==> src/rtl/wb_fifo_mailbox_if.sv <==
// rtl/wb_fifo_mailbox_if.sv - Wishbone classic slave bus plus drain stream for the FIFO mailbox
interface wb_fifo_mailbox_if #(
  parameter int ADDRESS_WIDTH = 32,
  parameter int DATA_WIDTH    = 32
);
  logic                     sCycI;
  logic                     sStbI;
  logic                     sWeI;
  logic [ADDRESS_WIDTH-1:0] sAdrI;
  logic [DATA_WIDTH-1:0]    sDatI;
  logic [DATA_WIDTH-1:0]    sDatO;
  logic                     sAckO;
  logic                     outValid;
  logic [DATA_WIDTH-1:0]    outData;
  logic                     outReady;

  modport master (
    output sCycI, sStbI, sWeI, sAdrI, sDatI, outReady,
    input  sDatO, sAckO, outValid, outData
  );

  modport slave (
    input  sCycI, sStbI, sWeI, sAdrI, sDatI, outReady,
    output sDatO, sAckO, outValid, outData
  );
endinterface

==> src/rtl/wb_fifo_mailbox.sv <==
// rtl/wb_fifo_mailbox.sv - Wishbone write-push FIFO mailbox drained by a valid/ready stream
// Optional threshold register and irq output enabled by WB_FIFO_IRQ_EN.
module wb_fifo_mailbox #(
  parameter int ADDRESS_WIDTH = 32,
  parameter int DATA_WIDTH    = 32,
  parameter int DEPTH_WIDTH   = 4
) (
  input  logic              clk,
  input  logic              rstN,
  wb_fifo_mailbox_if.slave  bus
`ifdef WB_FIFO_IRQ_EN
  ,
  output logic              irq
`endif
);

  localparam int CW    = DEPTH_WIDTH + 1;
  localparam int DEPTH = 1 << DEPTH_WIDTH;

  localparam logic [1:0] ADR_DATA    = 2'd0;
  localparam logic [1:0] ADR_STATUS  = 2'd1;
  localparam logic [1:0] ADR_CONTROL = 2'd2;
  localparam logic [1:0] ADR_THRESH  = 2'd3;

  logic [DATA_WIDTH-1:0] mem_q [DEPTH];
  logic [CW-1:0]         wr_ptr_q, wr_ptr_d;
  logic [CW-1:0]         rd_ptr_q, rd_ptr_d;
  logic                  ovf_q, ovf_d;
  logic                  ack_q, ack_d;
  logic [DATA_WIDTH-1:0] dat_q, dat_d;

  logic                  req, wr_req;
  logic [1:0]            adr;
  logic                  empty, full, pop;
  logic                  push_req, flush, ovf_clr, do_push, ovf_set;
  logic [CW-1:0]         count;
  logic [DATA_WIDTH-1:0] status;
  logic                  unused_adr;

  assign unused_adr = ^bus.sAdrI[ADDRESS_WIDTH-1:2];
  assign adr        = bus.sAdrI[1:0];

  // The ack cycle blocks re-acceptance so a held strobe gives one transfer per two cycles.
  assign req    = bus.sCycI & bus.sStbI & ~ack_q;
  assign wr_req = req & bus.sWeI;

  assign count = wr_ptr_q - rd_ptr_q;
  assign empty = (wr_ptr_q == rd_ptr_q);
  assign full  = (wr_ptr_q ^ rd_ptr_q) == {1'b1, {DEPTH_WIDTH{1'b0}}};
  assign pop   = ~empty & bus.outReady;

  assign push_req = wr_req & (adr == ADR_DATA);
  assign flush    = wr_req & (adr == ADR_CONTROL) & bus.sDatI[0];
  assign ovf_clr  = wr_req & (adr == ADR_STATUS) & bus.sDatI[2];
  // A pop on the same edge frees the slot, so a push into a full FIFO is only lost without one.
  assign do_push  = push_req & ~flush & (~full | pop);
  assign ovf_set  = push_req & ~flush & full & ~pop;

  assign bus.outValid = ~empty;
  assign bus.outData  = mem_q[rd_ptr_q[DEPTH_WIDTH-1:0]];
  assign bus.sAckO    = ack_q;
  assign bus.sDatO    = dat_q;

  always_comb begin
    status         = '0;
    status[0]      = empty;
    status[1]      = full;
    status[2]      = ovf_q;
    status[8 +: CW] = count;
  end

`ifdef WB_FIFO_IRQ_EN
  logic [CW-1:0] thresh_q, thresh_d;
  logic          irq_q, irq_d;

  always_comb begin
    thresh_d = thresh_q;
    if (wr_req && adr == ADR_THRESH) begin
      thresh_d = bus.sDatI[CW-1:0];
    end
    irq_d = ((thresh_q != '0) && (count >= thresh_q)) || ovf_q;
  end

  always_ff @(posedge clk or negedge rstN) begin
    if (!rstN) begin
      thresh_q <= '0;
      irq_q    <= 1'b0;
    end else begin
      thresh_q <= thresh_d;
      irq_q    <= irq_d;
    end
  end

  assign irq = irq_q;
`endif

  always_comb begin
    ack_d    = req;
    dat_d    = '0;
    wr_ptr_d = wr_ptr_q;
    rd_ptr_d = rd_ptr_q;
    ovf_d    = ovf_q;

    if (req && !bus.sWeI) begin
      case (adr)
        ADR_STATUS: dat_d = status;
`ifdef WB_FIFO_IRQ_EN
        ADR_THRESH: dat_d = {{(DATA_WIDTH-CW){1'b0}}, thresh_q};
`endif
        default:    dat_d = '0;
      endcase
    end

    if (flush) begin
      wr_ptr_d = '0;
      rd_ptr_d = '0;
    end else begin
      if (do_push) wr_ptr_d = wr_ptr_q + 1'b1;
      if (pop)     rd_ptr_d = rd_ptr_q + 1'b1;
    end

    if (ovf_clr)      ovf_d = 1'b0;
    else if (ovf_set) ovf_d = 1'b1;
  end

  always_ff @(posedge clk or negedge rstN) begin
    if (!rstN) begin
      wr_ptr_q <= '0;
      rd_ptr_q <= '0;
      ovf_q    <= 1'b0;
      ack_q    <= 1'b0;
      dat_q    <= '0;
    end else begin
      wr_ptr_q <= wr_ptr_d;
      rd_ptr_q <= rd_ptr_d;
      ovf_q    <= ovf_d;
      ack_q    <= ack_d;
      dat_q    <= dat_d;
    end
  end

  // Storage carries no reset; entries are only observable once the write pointer has passed them.
  always_ff @(posedge clk) begin
    if (do_push) begin
      mem_q[wr_ptr_q[DEPTH_WIDTH-1:0]] <= bus.sDatI;
    end
  end

endmodule

==> src/flat_wrapper.sv <==
// flat-port wrapper written by rule: the top's interface ports become plain ports
module wb_fifo_mailbox_flat 
#(
  parameter int ADDRESS_WIDTH = 32,
  parameter int DATA_WIDTH    = 32,
  parameter int DEPTH_WIDTH   = 4
)
  (clk, rstN, bus_sCycI, bus_sStbI, bus_sWeI, bus_sAdrI, bus_sDatI, bus_outReady, bus_sDatO, bus_sAckO, bus_outValid, bus_outData);
  wb_fifo_mailbox_if #(.ADDRESS_WIDTH(ADDRESS_WIDTH), .DATA_WIDTH(DATA_WIDTH)) bus_i ();
  input  logic clk;
  input  logic rstN;
  input wire logic [$bits(bus_i.sCycI)-1:0] bus_sCycI;
  input wire logic [$bits(bus_i.sStbI)-1:0] bus_sStbI;
  input wire logic [$bits(bus_i.sWeI)-1:0] bus_sWeI;
  input wire logic [$bits(bus_i.sAdrI)-1:0] bus_sAdrI;
  input wire logic [$bits(bus_i.sDatI)-1:0] bus_sDatI;
  input wire logic [$bits(bus_i.outReady)-1:0] bus_outReady;
  output wire logic [$bits(bus_i.sDatO)-1:0] bus_sDatO;
  output wire logic [$bits(bus_i.sAckO)-1:0] bus_sAckO;
  output wire logic [$bits(bus_i.outValid)-1:0] bus_outValid;
  output wire logic [$bits(bus_i.outData)-1:0] bus_outData;
  assign bus_i.sCycI = bus_sCycI;
  assign bus_i.sStbI = bus_sStbI;
  assign bus_i.sWeI = bus_sWeI;
  assign bus_i.sAdrI = bus_sAdrI;
  assign bus_i.sDatI = bus_sDatI;
  assign bus_i.outReady = bus_outReady;
  assign bus_sDatO = bus_i.sDatO;
  assign bus_sAckO = bus_i.sAckO;
  assign bus_outValid = bus_i.outValid;
  assign bus_outData = bus_i.outData;
  wb_fifo_mailbox #(.ADDRESS_WIDTH(ADDRESS_WIDTH), .DATA_WIDTH(DATA_WIDTH), .DEPTH_WIDTH(DEPTH_WIDTH)) u_core (.clk(clk), .rstN(rstN), .bus(bus_i));
endmodule
==> config.mk <==
export PLATFORM = sky130hd
export DESIGN_NAME = wb_fifo_mailbox_flat
export DESIGN_NICKNAME = d
export VERILOG_FILES = /design/src/rtl/wb_fifo_mailbox_if.sv /design/src/rtl/wb_fifo_mailbox.sv /design/src/flat_wrapper.sv
export SDC_FILE = /design/constraint.sdc
export NUM_CORES = 1
export LEC_CHECK = 0
export CAP_MARGIN = 20
export CORE_UTILIZATION = 55
export DETAILED_ROUTE_END_ITERATION = 12
export GPL_ROUTABILITY_DRIVEN = 0
export PLACE_DENSITY_LB_ADDON = 0.08
export SYNTH_ARGS = -nofsm -noshare
export SYNTH_HDL_FRONTEND = slang
export SYNTH_SLANG_ARGS = --single-unit
==> constraint.sdc <==
create_clock -name clk -period 14.1 [get_ports clk]
set_input_delay 2.82 -clock clk [delete_from_list [all_inputs] [get_ports clk]]
set_output_delay 2.82 -clock clk [all_outputs]
set_load 0.005 [all_outputs]
==> impl_metrics.py <==
metrics = {
    "sta": {
        "fin_setup_tns_ns": 0,
        "skew_ns": 0.0147,
        "setup_viol": 0,
        "final_max_slew_viol_count": 0,
        "grt_setup_unrepaired": "false",
        "slew_headroom_pct": 26.6,
        "fmax_ghz": 0.133,
        "period_minus_slack_ns": 7.53,
        "setup_slack_ns": 6.57,
        "worst-slew-pin-transition_ns": 1.10,
        "period_share_pct": 53.4,
        "hold_viol": 0,
    },
    "cells_and_area": {
        "num_antenna_cells": 0,
        "syn2layout_area_growth_pct": 14.3,
        "nets": 1192,
        "drive_above_1_share_pct": 18.8,
        "stdcell_count": 1656,
        "fillers": 2518,
        "final_cell_mix": "edfxtp_1, mux4_2, mux2i_1, clkdlybuf4s50_1, o21ai_0",
        "final_common_cell": "edfxtp_1",
        "utilization_pct": 64.4,
    },
    "detailed_routing": {
        "via_per_inst": 6.00,
        "wl_um": 43200,
        "drc": 0,
        "ant_nets": 0,
        "num_vias": 9943,
        "drtPass1Iterations": 7,
        "first_iter_violations": 853,
        "avgRoutedWirePerCell_um": 26.1,
    },
    "logic_synthesis": {
        "yosys_warnings": 0,
        "synth_area_um2": 20800,
        "avgSynthCellArea_um2": 20.6,
        "ys_ff_latch": 532,
        "ys_seq_area_share_pct": 76.3,
        "yosys.area.top_type_share_pct": 73.8,
        "netlist_instances": 1012,
        "synth_edf_count": 512,
        "synth_area_leaders": "edfxtp_1, mux4_2, mux2i_1",
        "synth_cell_type_count": 44,
        "ys.flop_type": "edfxtp_1",
        "yosys.area.top_type": "edfxtp_1",
        "ys_async_sr_fraction_pct": 3.76,
    },
    "critical_path": {
        "arrival_ns": 4.71,
        "cpPeakStageDelay_ns": 0.90,
        "cp-start-kind": "flip-flop",
        "reg2reg_depth": 9,
        "path_class": "reg -> out",
        "r2r_end": "u_core.mem_q[3][19]",
        "worst-path-stages": 6,
        "cp_top_family": "buffers and inverters",
        "r2r_start": "u_core.rd_ptr_q[3]",
        "path_cells": "buf_4, buf_4, mux4_2, o21ai_0, o21ai_0, clkdlybuf4s50_1",
        "startpoint": "u_core.rd_ptr_q[0]",
        "rrSetupSlack_ns": 9.38,
        "cp_slowest_cell": "buf_4",
        "cp_max_fo": 54,
        "crit_path_end": "bus_outData[23]",
        "endpoint_kind": "output pin",
        "cp.buffers_inverters": 3,
        "cp.required_ns": 11.28,
    },
    "status": {
        "status": "finished, final reports clean",
    },
    "power": {
        "powerDensity_nw_per_um2": 183,
        "p_leak_nw": 7.79,
        "p_sw_share_pct": 27.6,
        "power.net_switching_mw": 1.20,
        "clockPowerShare_pct": 31.8,
        "power_frac_comb_pct": 25.6,
        "irDropWorstVdd_mv": 0.117,
        "power_frac_seq_pct": 42.5,
        "internal-power_mw": 3.14,
    },
    "floorplan": {
        "core_area_um2": 37000,
        "dieArea_um2": 38600,
        "start_util_pct": 56.3,
        "rows": 70,
        "die_h_um": 197,
        "ioPinCount": 136,
        "die_w_um": 197,
    },
    "place": {
        "hpwl_um": 22400,
        "dp_worst_setup_slack_ns": 7.07,
        "numPortBuffers": 81,
        "placedCellCount": 1562,
    },
    "clock_network": {
        "cts_made_buffers": 52,
        "hold_buffers": 0,
        "cts_buffer_depth": 3,
        "cts_root_buf": "clkbuf_16",
        "htree_levels": 2,
        "tritoncts": "yes",
        "clkTransAtPathRegs_ns": 0.07,
        "clock_latency_ns": 0.59,
        "ctsResizeCount": 0,
        "clock-sinks": 532,
        "cts_setup_buffers": 0,
    },
    "global_routing": {
        "antenna_found_initial": 2,
        "track_usage_pct": 23.1,
        "grt_max_degree": 56,
        "first_global_vias": 10300,
        "grt-ovfl-total": 0,
        "grt_first_pass_wirelength_um": 64700,
    },
    "worst_hold_path": {
        "min_path_type": "reg -> reg",
    },
    "job": {
        "maxCapViolations": 0,
    },
}
==> synth_stat cells, types with 2 or more instances <==
cell type,count
mux2i_1,96
nor3_1,6
xor2_1,2
and3_1,13
buf_4,31
o211ai_1,2
and2_1,3
buf_2,17
a221oi_1,32
buf_6,4
nor2b_1,7
inv_1,9
ha_1,9
a21oi_1,7
xnor2_1,2
mux4_2,96
or4_1,3
o21ai_0,59
o31ai_1,2
nand2_1,9
clkbuf_1,25
o21ai_1,10
edfxtp_1,512
nor3b_1,2
nand4_1,2
buf_1,2
nand3_1,6
dfrtp_1,20
nor2_1,9
==> layout make-up <==
cell class	count	area (um2)	area share, %
Clock buffer	67	1400	5.89
Clock inverter	27	290	1.22
Inverter	9	33.8	0.142
Multi-Input combinational cell	415	4580	19.3
Sequential cell	532	15900	66.8
Tap cell	504	631	2.65
Timing Repair Buffer	102	968	4.07
==> layer usage <==
layer	part of all wire (%)	routed length, um	track usage (%)	up-vias
li1	-	-	-	4346
met2	50	21500	38.0	296
met5	0.030	13	0	-
met4	1.6	697	5.93	2
met3	4.8	2060	3.10	57
met1	44	19000	33.1	5242
==> cells by family after synthesis <==
group / Yosys count / synth area share (%)
mux: 192 / 15.0
other cells: 1 / 0.0180
buf+inv: 88 / 2.39
simple gates: 67 / 1.83
flops: 532 / 76.3
xor+xnor: 5 / 0.246
fa+ha+maj: 10 / 0.637
compound gates: 117 / 3.62
==> worst min path at each step <==
stage / depth (start not counted) / from / endpoint
6_report: 2 / u_core.ovf_q / u_core.bus.sDatO[2]
5_1_grt: 2 / u_core.ovf_q / u_core.bus.sDatO[2]
4_1_cts: 2 / u_core.ovf_q / u_core.bus.sDatO[2]
3_5_place_dp: 2 / u_core.ovf_q / u_core.bus.sDatO[2]
3_3_place_gp: 2 / u_core.ovf_q / u_core.bus.sDatO[2]
2_1_floorplan: 2 / u_core.ovf_q / u_core.bus.sDatO[2]
==> power by group through the flow <==
stage          Sequential (mW)  Combinational (mW)  Clock, mW
3_3_place_gp              1.88                1.12          0
5_1_grt                   1.86                1.21       1.46
3_5_place_dp              1.88                1.13          0
6_report                  1.85                1.11       1.38
4_1_cts                   1.85                1.13       1.41
2_1_floorplan             1.79               0.805          0
==> worst min-delay path, delay by kind of cell, from the launching register on <==
family,cells,cell delay [ns]
flops,1,0.40
simple gates,1,0.04
buf+inv,1,0.06
==> sequential cells by signal, summed over array words and instances (netlist names) <==
| signal | flops |
|---|---|
| u_core.wr_ptr_q | 5 |
| u_core.mem_q | 512 |
| u_core.bus.sAckO | 1 |
| u_core.ovf_q | 1 |
| u_core.bus.sDatO | 8 |
| u_core.rd_ptr_q | 5 |
==> per-stage QoR <==
stage               area [um2]  total power, mW  hold WS (ns)
floorplan                20900             2.59         0.489
global placement         22100             3.01         0.515
detailed placement       22100             3.01         0.521
CTS                      23800             4.39         0.535
global route             23800             4.53         0.552
finish                   23800             4.34         0.536
(Power assumes the default switching activity.)
==> RTL change 1: new RTL, same flow settings <==
`DEPTH_WIDTH` is set to 4 in 2 places; all go to 3.
--- a/src/rtl/wb_fifo_mailbox.sv
+++ b/src/rtl/wb_fifo_mailbox.sv
@@ -3,7 +3,7 @@
 module wb_fifo_mailbox #(
   parameter int ADDRESS_WIDTH = 32,
   parameter int DATA_WIDTH    = 32,
-  parameter int DEPTH_WIDTH   = 4
+  parameter int DEPTH_WIDTH   = 3
 ) (
   input  logic              clk,
   input  logic              rstN,
--- a/src/flat_wrapper.sv
+++ b/src/flat_wrapper.sv
@@ -3,7 +3,7 @@
 #(
   parameter int ADDRESS_WIDTH = 32,
   parameter int DATA_WIDTH    = 32,
-  parameter int DEPTH_WIDTH   = 4
+  parameter int DEPTH_WIDTH   = 3
 )
   (clk, rstN, bus_sCycI, bus_sStbI, bus_sWeI, bus_sAdrI, bus_sDatI, bus_outReady, bus_sDatO, bus_sAckO, bus_outValid, bus_outData);
   wb_fifo_mailbox_if #(.ADDRESS_WIDTH(ADDRESS_WIDTH), .DATA_WIDTH(DATA_WIDTH)) bus_i ();
Check against the original RTL: same outputs for any inputs over 4 cycles, from zero or initial values and one cycle with rstN low; that may be too few to reach the edited logic, so the function may still have changed.
==> RTL change 1 against the original RTL <==
- synthesized area shrank 48%
- total power shrank 47%
- final area shrank 46%
- global-route usage shrank 2.5 points
- setup slack gained 1.2 ns
- sequential cell count shrank 259
- routed wire length shrank 54%
- largest cell class unchanged
==> RTL change 1: results (changes against the original RTL) <==
status: "finished clean"
max_stage_delay_ns: 0.72  # -0.18 ns
critical-path-top-delay-family: "buffers and inverters"
htree_levels: 1  # -1
holdWs_ns: 0.523  # -0.0136 ns
synth_mux_area_frac: 0.135  # -0.0152
synth_cell_types: 36  # -18%
clock_skew_ns: 0.00809  # -0.00663 ns
vias_per_cell: 5.56  # -7.4%
max_slew_margin: 0.476  # +0.210
comb-power_mw: 0.626  # -44%
finalSetupTns_ns: 0  # unchanged
period_needed_ns: 6.38  # -1.15 ns
place_area_mm2: 0.0118  # -46%
synth_cells: 565  # -44%
nNetsFinal: 741  # -38%
crit_arrival_ns: 3.56  # -1.15 ns
layout.cells.non_filler: 945  # -43%
crit_fanout: 52  # -3.7%
synth_compound_gate_area_share: 0.00930  # -0.0269
synth_fa_ha_area_frac: 0.00767  # +0.00130
cts-buffers-inserted: 28  # -46%
switching_share: 0.265  # -0.0118
seq_power_share: 0.410  # -0.015
r2r_cells: 8  # -1
holdPathStages: 1  # -1
grt_pass1_wl_um: 30500  # -53%
io_buffer_count: 80  # -1.2%
track_usage: 0.206  # -0.0247
synthXorXnorAreaFrac: 0.00558  # +0.00311
hold_end: "u_core.ovf_q"
clock-root-buffer: "clkbuf_16"
cp-endpoint: "bus_outValid"
ys.warnings.count: 0  # unchanged
p_leak_nw: 4.34  # -44%
power_mw: 2.28  # -47%
pre_cts_ws_ns: 8.27  # +1.20 ns
drt_first_iter_violations: 286  # -66%
rr_startpoint: "u_core.rd_ptr_q[1]"
ys_top_cells_by_count: "edfxtp_1 (256), nand2_1 (100), mux4_2 (64), buf_4 (30), dfrtp_1 (17)"
first_global_vias: 5463  # -47%
largest_reg_flops: 256  # -50%
ys_seq_area_frac: 0.754  # -0.00898
ys_async_sr_fraction: 0.0623  # +0.0247
antenna_found_initial: 0  # -2
grt_max_degree: 53  # -5.4%
post-dp-hpwl_um: 10500  # -53%
wl_per_cell_um: 20.9  # -20%
firstDrtPassIters: 4  # -3
cts_setup_buffers: 0  # unchanged
ir_worst_vdd_v: 0.000139  # +19%
placedCellCount: 894  # -43%
r2r-end: "u_core.mem_q[5][30]"
synthTopCellsByArea: "edfxtp_1 (71%), mux4_2 (13%), dfrtp_1 (4.0%), nand2_1 (3.5%), buf_4 (2.1%)"
drive_gt1_frac: 0.196  # +0.00725
synth_edf_count: 256  # -50%
n_antenna_cell: 0  # unchanged
r2r_slack_ns: 9.98  # +0.60 ns
clock_latency_ns: 0.53  # -0.06 ns
RTL change 1: changes by cell type after synthesis, sizes merged, moves of 5 or more:
cell,unedited run,this run
edfxtp,512,256
mux2i,96,1
nand2,9,100
o21ai,69,5
a221oi,32,0
mux4,96,64
buf,54,38
clkbuf,25,9
and3,13,2
nor2b,7,2
RTL change 1: layer usage:
layer / routed length, um / share of wire / GRT usage
met1: 8410 / 0.43 / 0.278
met2: 9900 / 0.50 / 0.348
met3: 1100 / 0.055 / 0.0358
met4: 339 / 0.017 / 0.0617
met5: 0 / 0 / 0
RTL change 1: final cells by class:
class                           instances  area (um^2)
Clock buffer                           39          803
Clock inverter                         11          109
Fill cell                            1286         6180
Inverter                                8         30.0
Multi-Input combinational cell        261         2470
Sequential cell                       273         8120
Tap cell                              260          325
Timing Repair Buffer                   93          918
RTL change 1: worst reg2reg max path, delay by kind of cell (launching register included):
family,cells,cell delay (ns)
simple gates,4,1.33
flops,1,0.66
buf+inv,3,1.40
fa+ha+maj,1,0.35
==> RTL change 2: new RTL, same settings <==
Made on the original files. Take the reset off `dat_q` and load it in a clocked block of its own.
--- a/src/rtl/wb_fifo_mailbox.sv
+++ b/src/rtl/wb_fifo_mailbox.sv
@@ -129,14 +129,16 @@
       rd_ptr_q <= '0;
       ovf_q    <= 1'b0;
       ack_q    <= 1'b0;
-      dat_q    <= '0;
     end else begin
       wr_ptr_q <= wr_ptr_d;
       rd_ptr_q <= rd_ptr_d;
       ovf_q    <= ovf_d;
       ack_q    <= ack_d;
-      dat_q    <= dat_d;
     end
+  end
+
+  always_ff @(posedge clk) begin
+    dat_q <= dat_d;
   end
 
   // Storage carries no reset; entries are only observable once the write pointer has passed them.
Behaviour: not the same (a bounded check fails within 4 cycles, from zero or initial values and one cycle with rstN low).
==> RTL change 2 against the original RTL <==
- sequential cell count unchanged
- clock power fell by 6%
- synthesized area down 0.22%
- total power fell by 1.3%
- critical path depth stayed put
- final area decreased by 0.71%
- setup slack improved by 0.21 ns
- routed wire length fell by 2.7%
==> RTL change 2: results (changes against the original RTL) <==
status: "finished clean"
synth_edf_count: 512  # unchanged
crit_arrival_ns: 4.50  # -0.21 ns
ir_worst_vdd_v: 0.000127  # +8.5%
switchingPower_mw: 1.19  # -0.77%
synth_cell_types: 45  # +2.3%
clk_pin_slew_ns: 0.06
clock_path_buffers: 3  # unchanged
cts_setup_buffers: 0  # unchanged
clock-root-buffer: "clkbuf_16"
met2_length_um: 20800  # -3.4%
hp-class: "reg2reg"
ys.warnings.count: 0  # unchanged
use_met3: 0.0284  # -0.00257
firstDrtPassIters: 5  # -2
fill_cells: 2546  # +1.1%
crit_fanout: 53  # -1.9%
antenna_found_initial: 0  # -2
synthTopCellsByArea: "edfxtp_1 (74%), mux4_2 (10%), mux2i_1 (4.8%), dfrtp_1 (1.4%), a221oi_1 (1.3%)"
clock_skew_ns: 0.0108  # -0.00391 ns
ys_seq_area_frac: 0.762  # about the same
ys_async_sr_fraction: 0.0226  # -0.0150
nNetsFinal: 1189  # -0.25%
htree_levels: 2  # unchanged
max_slew_margin: 0.252  # -0.0138
grt_max_degree: 55  # -1.8%
track_usage: 0.227  # -0.00395
p_leak_nw: 7.68  # -1.3%
use_met2: 0.373  # -0.00670
drt_first_iter_violations: 766  # -10%
vias_per_cell: 5.94  # -0.99%
routed.top_layer: "met4"
met1_length_um: 18700  # -1.1%
drive_gt1_frac: 0.178  # -0.00995
post-dp-hpwl_um: 21500  # -3.9%
cts-buffers-inserted: 52  # unchanged
drt_wl_total_um: 42100  # -2.7%
met1_usage: 0.326  # -0.00485
grt_pass1_wl_um: 63600  # -1.8%
ys_top_cells_by_count: "edfxtp_1 (512), mux2i_1 (99), mux4_2 (96), o21ai_1 (56), buf_4 (34)"
n_antenna_cell: 0  # unchanged
dr_wl_met3_um: 1910  # -7.4%
io_buffer_count: 81  # unchanged
largest_reg_flops: 512  # unchanged
first_global_vias: 10107  # -1.5%
[RTL change 2: cell types whose count changed after synthesis, moves of 2 or more]
| cell | unedited run | this run |
|---|---|---|
| buf_4 | 31 | 34 |
| nand2b_1 | 0 | 2 |
| a21oi_1 | 7 | 5 |
| dfxtp_1 | 0 | 8 |
| buf_6 | 4 | 6 |
| o21ai_0 | 59 | 12 |
| nand3_1 | 6 | 4 |
| o21ai_1 | 10 | 56 |
| clkbuf_1 | 25 | 28 |
| nor2_1 | 9 | 11 |
| dfrtp_1 | 20 | 12 |
| buf_2 | 17 | 12 |
| mux2i_1 | 96 | 99 |
| or4_1 | 3 | 0 |
[RTL change 2: critical path, stage by stage, from the launching register on]
cell and delay (ns):
dfrtp_4 1.11, buf_4 0.63, buf_4 0.71, mux4_2 0.58
o21ai_1 0.19, o21ai_1 0.11, clkdlybuf4s50_1 0.49
[RTL change 2: kinds of logic after synthesis]
| logic type | share of synthesized area |
|---|---|
| flip-flops | 0.762 |
| multiplexers | 0.152 |
| AO/OA/AOI/OAI | 0.0337 |
| buffers and inverters | 0.0251 |
| AND/OR/NAND/NOR | 0.0176 |
| adder cells (fa/ha/maj) | 0.00638 |
| XOR/XNOR | 0.00247 |
| other | 0.000181 |
[RTL change 2: power by group through the flow]
stage	Clock (mW)	Sequential [mW]	Combinational, mW
detailed placement	0	1.90	1.14
CTS	1.32	1.87	1.15
global placement	0	1.90	1.13
finish	1.30	1.86	1.13
global route	1.37	1.87	1.22
floorplan	0	1.79	0.838
[RTL change 2: area by class of cell]
cell class	instances	share of cell area
Clock inverter	21	0.00726
Timing Repair Buffer	102	0.0418
Inverter	8	0.00127
Clock buffer	73	0.0593
Sequential cell	532	0.671
Multi-Input combinational cell	413	0.193
Tap cell	504	0.0267
[RTL change 2: final timing paths]
path                                          from              endpoint  slack (ns)  depth (start not counted)
worst max-delay path            u_core.rd_ptr_q[0]       bus_outData[18]        6.78                          6
worst min-delay path                  u_core.ovf_q   u_core.bus.sDatO[2]        0.54                          2
worst max register to register  u_core.rd_ptr_q[0]  u_core.mem_q[15][25]        9.60                          7
worst min register to register        u_core.ovf_q   u_core.bus.sDatO[2]        0.54                          2
max in group asynchronous                     rstN    u_core.rd_ptr_q[1]       11.05                          1
min in group asynchronous                     rstN    u_core.rd_ptr_q[4]        2.62                          1
[RTL change 2: per-stage QoR]
stage	instance area (um^2)	hold slack, ns	instances	utilization	worst slack (ns)
after floorplan	20900	0.485	1034	-	7.60
after global placement	22000	0.517	1558	0.597	7.24
after detailed placement	22000	0.542	1558	0.597	7.25
after CTS	23600	0.543	1652	0.640	6.61
after global routing	23600	0.576	1653	0.641	6.43
final	23600	0.538	1653	0.641	6.78
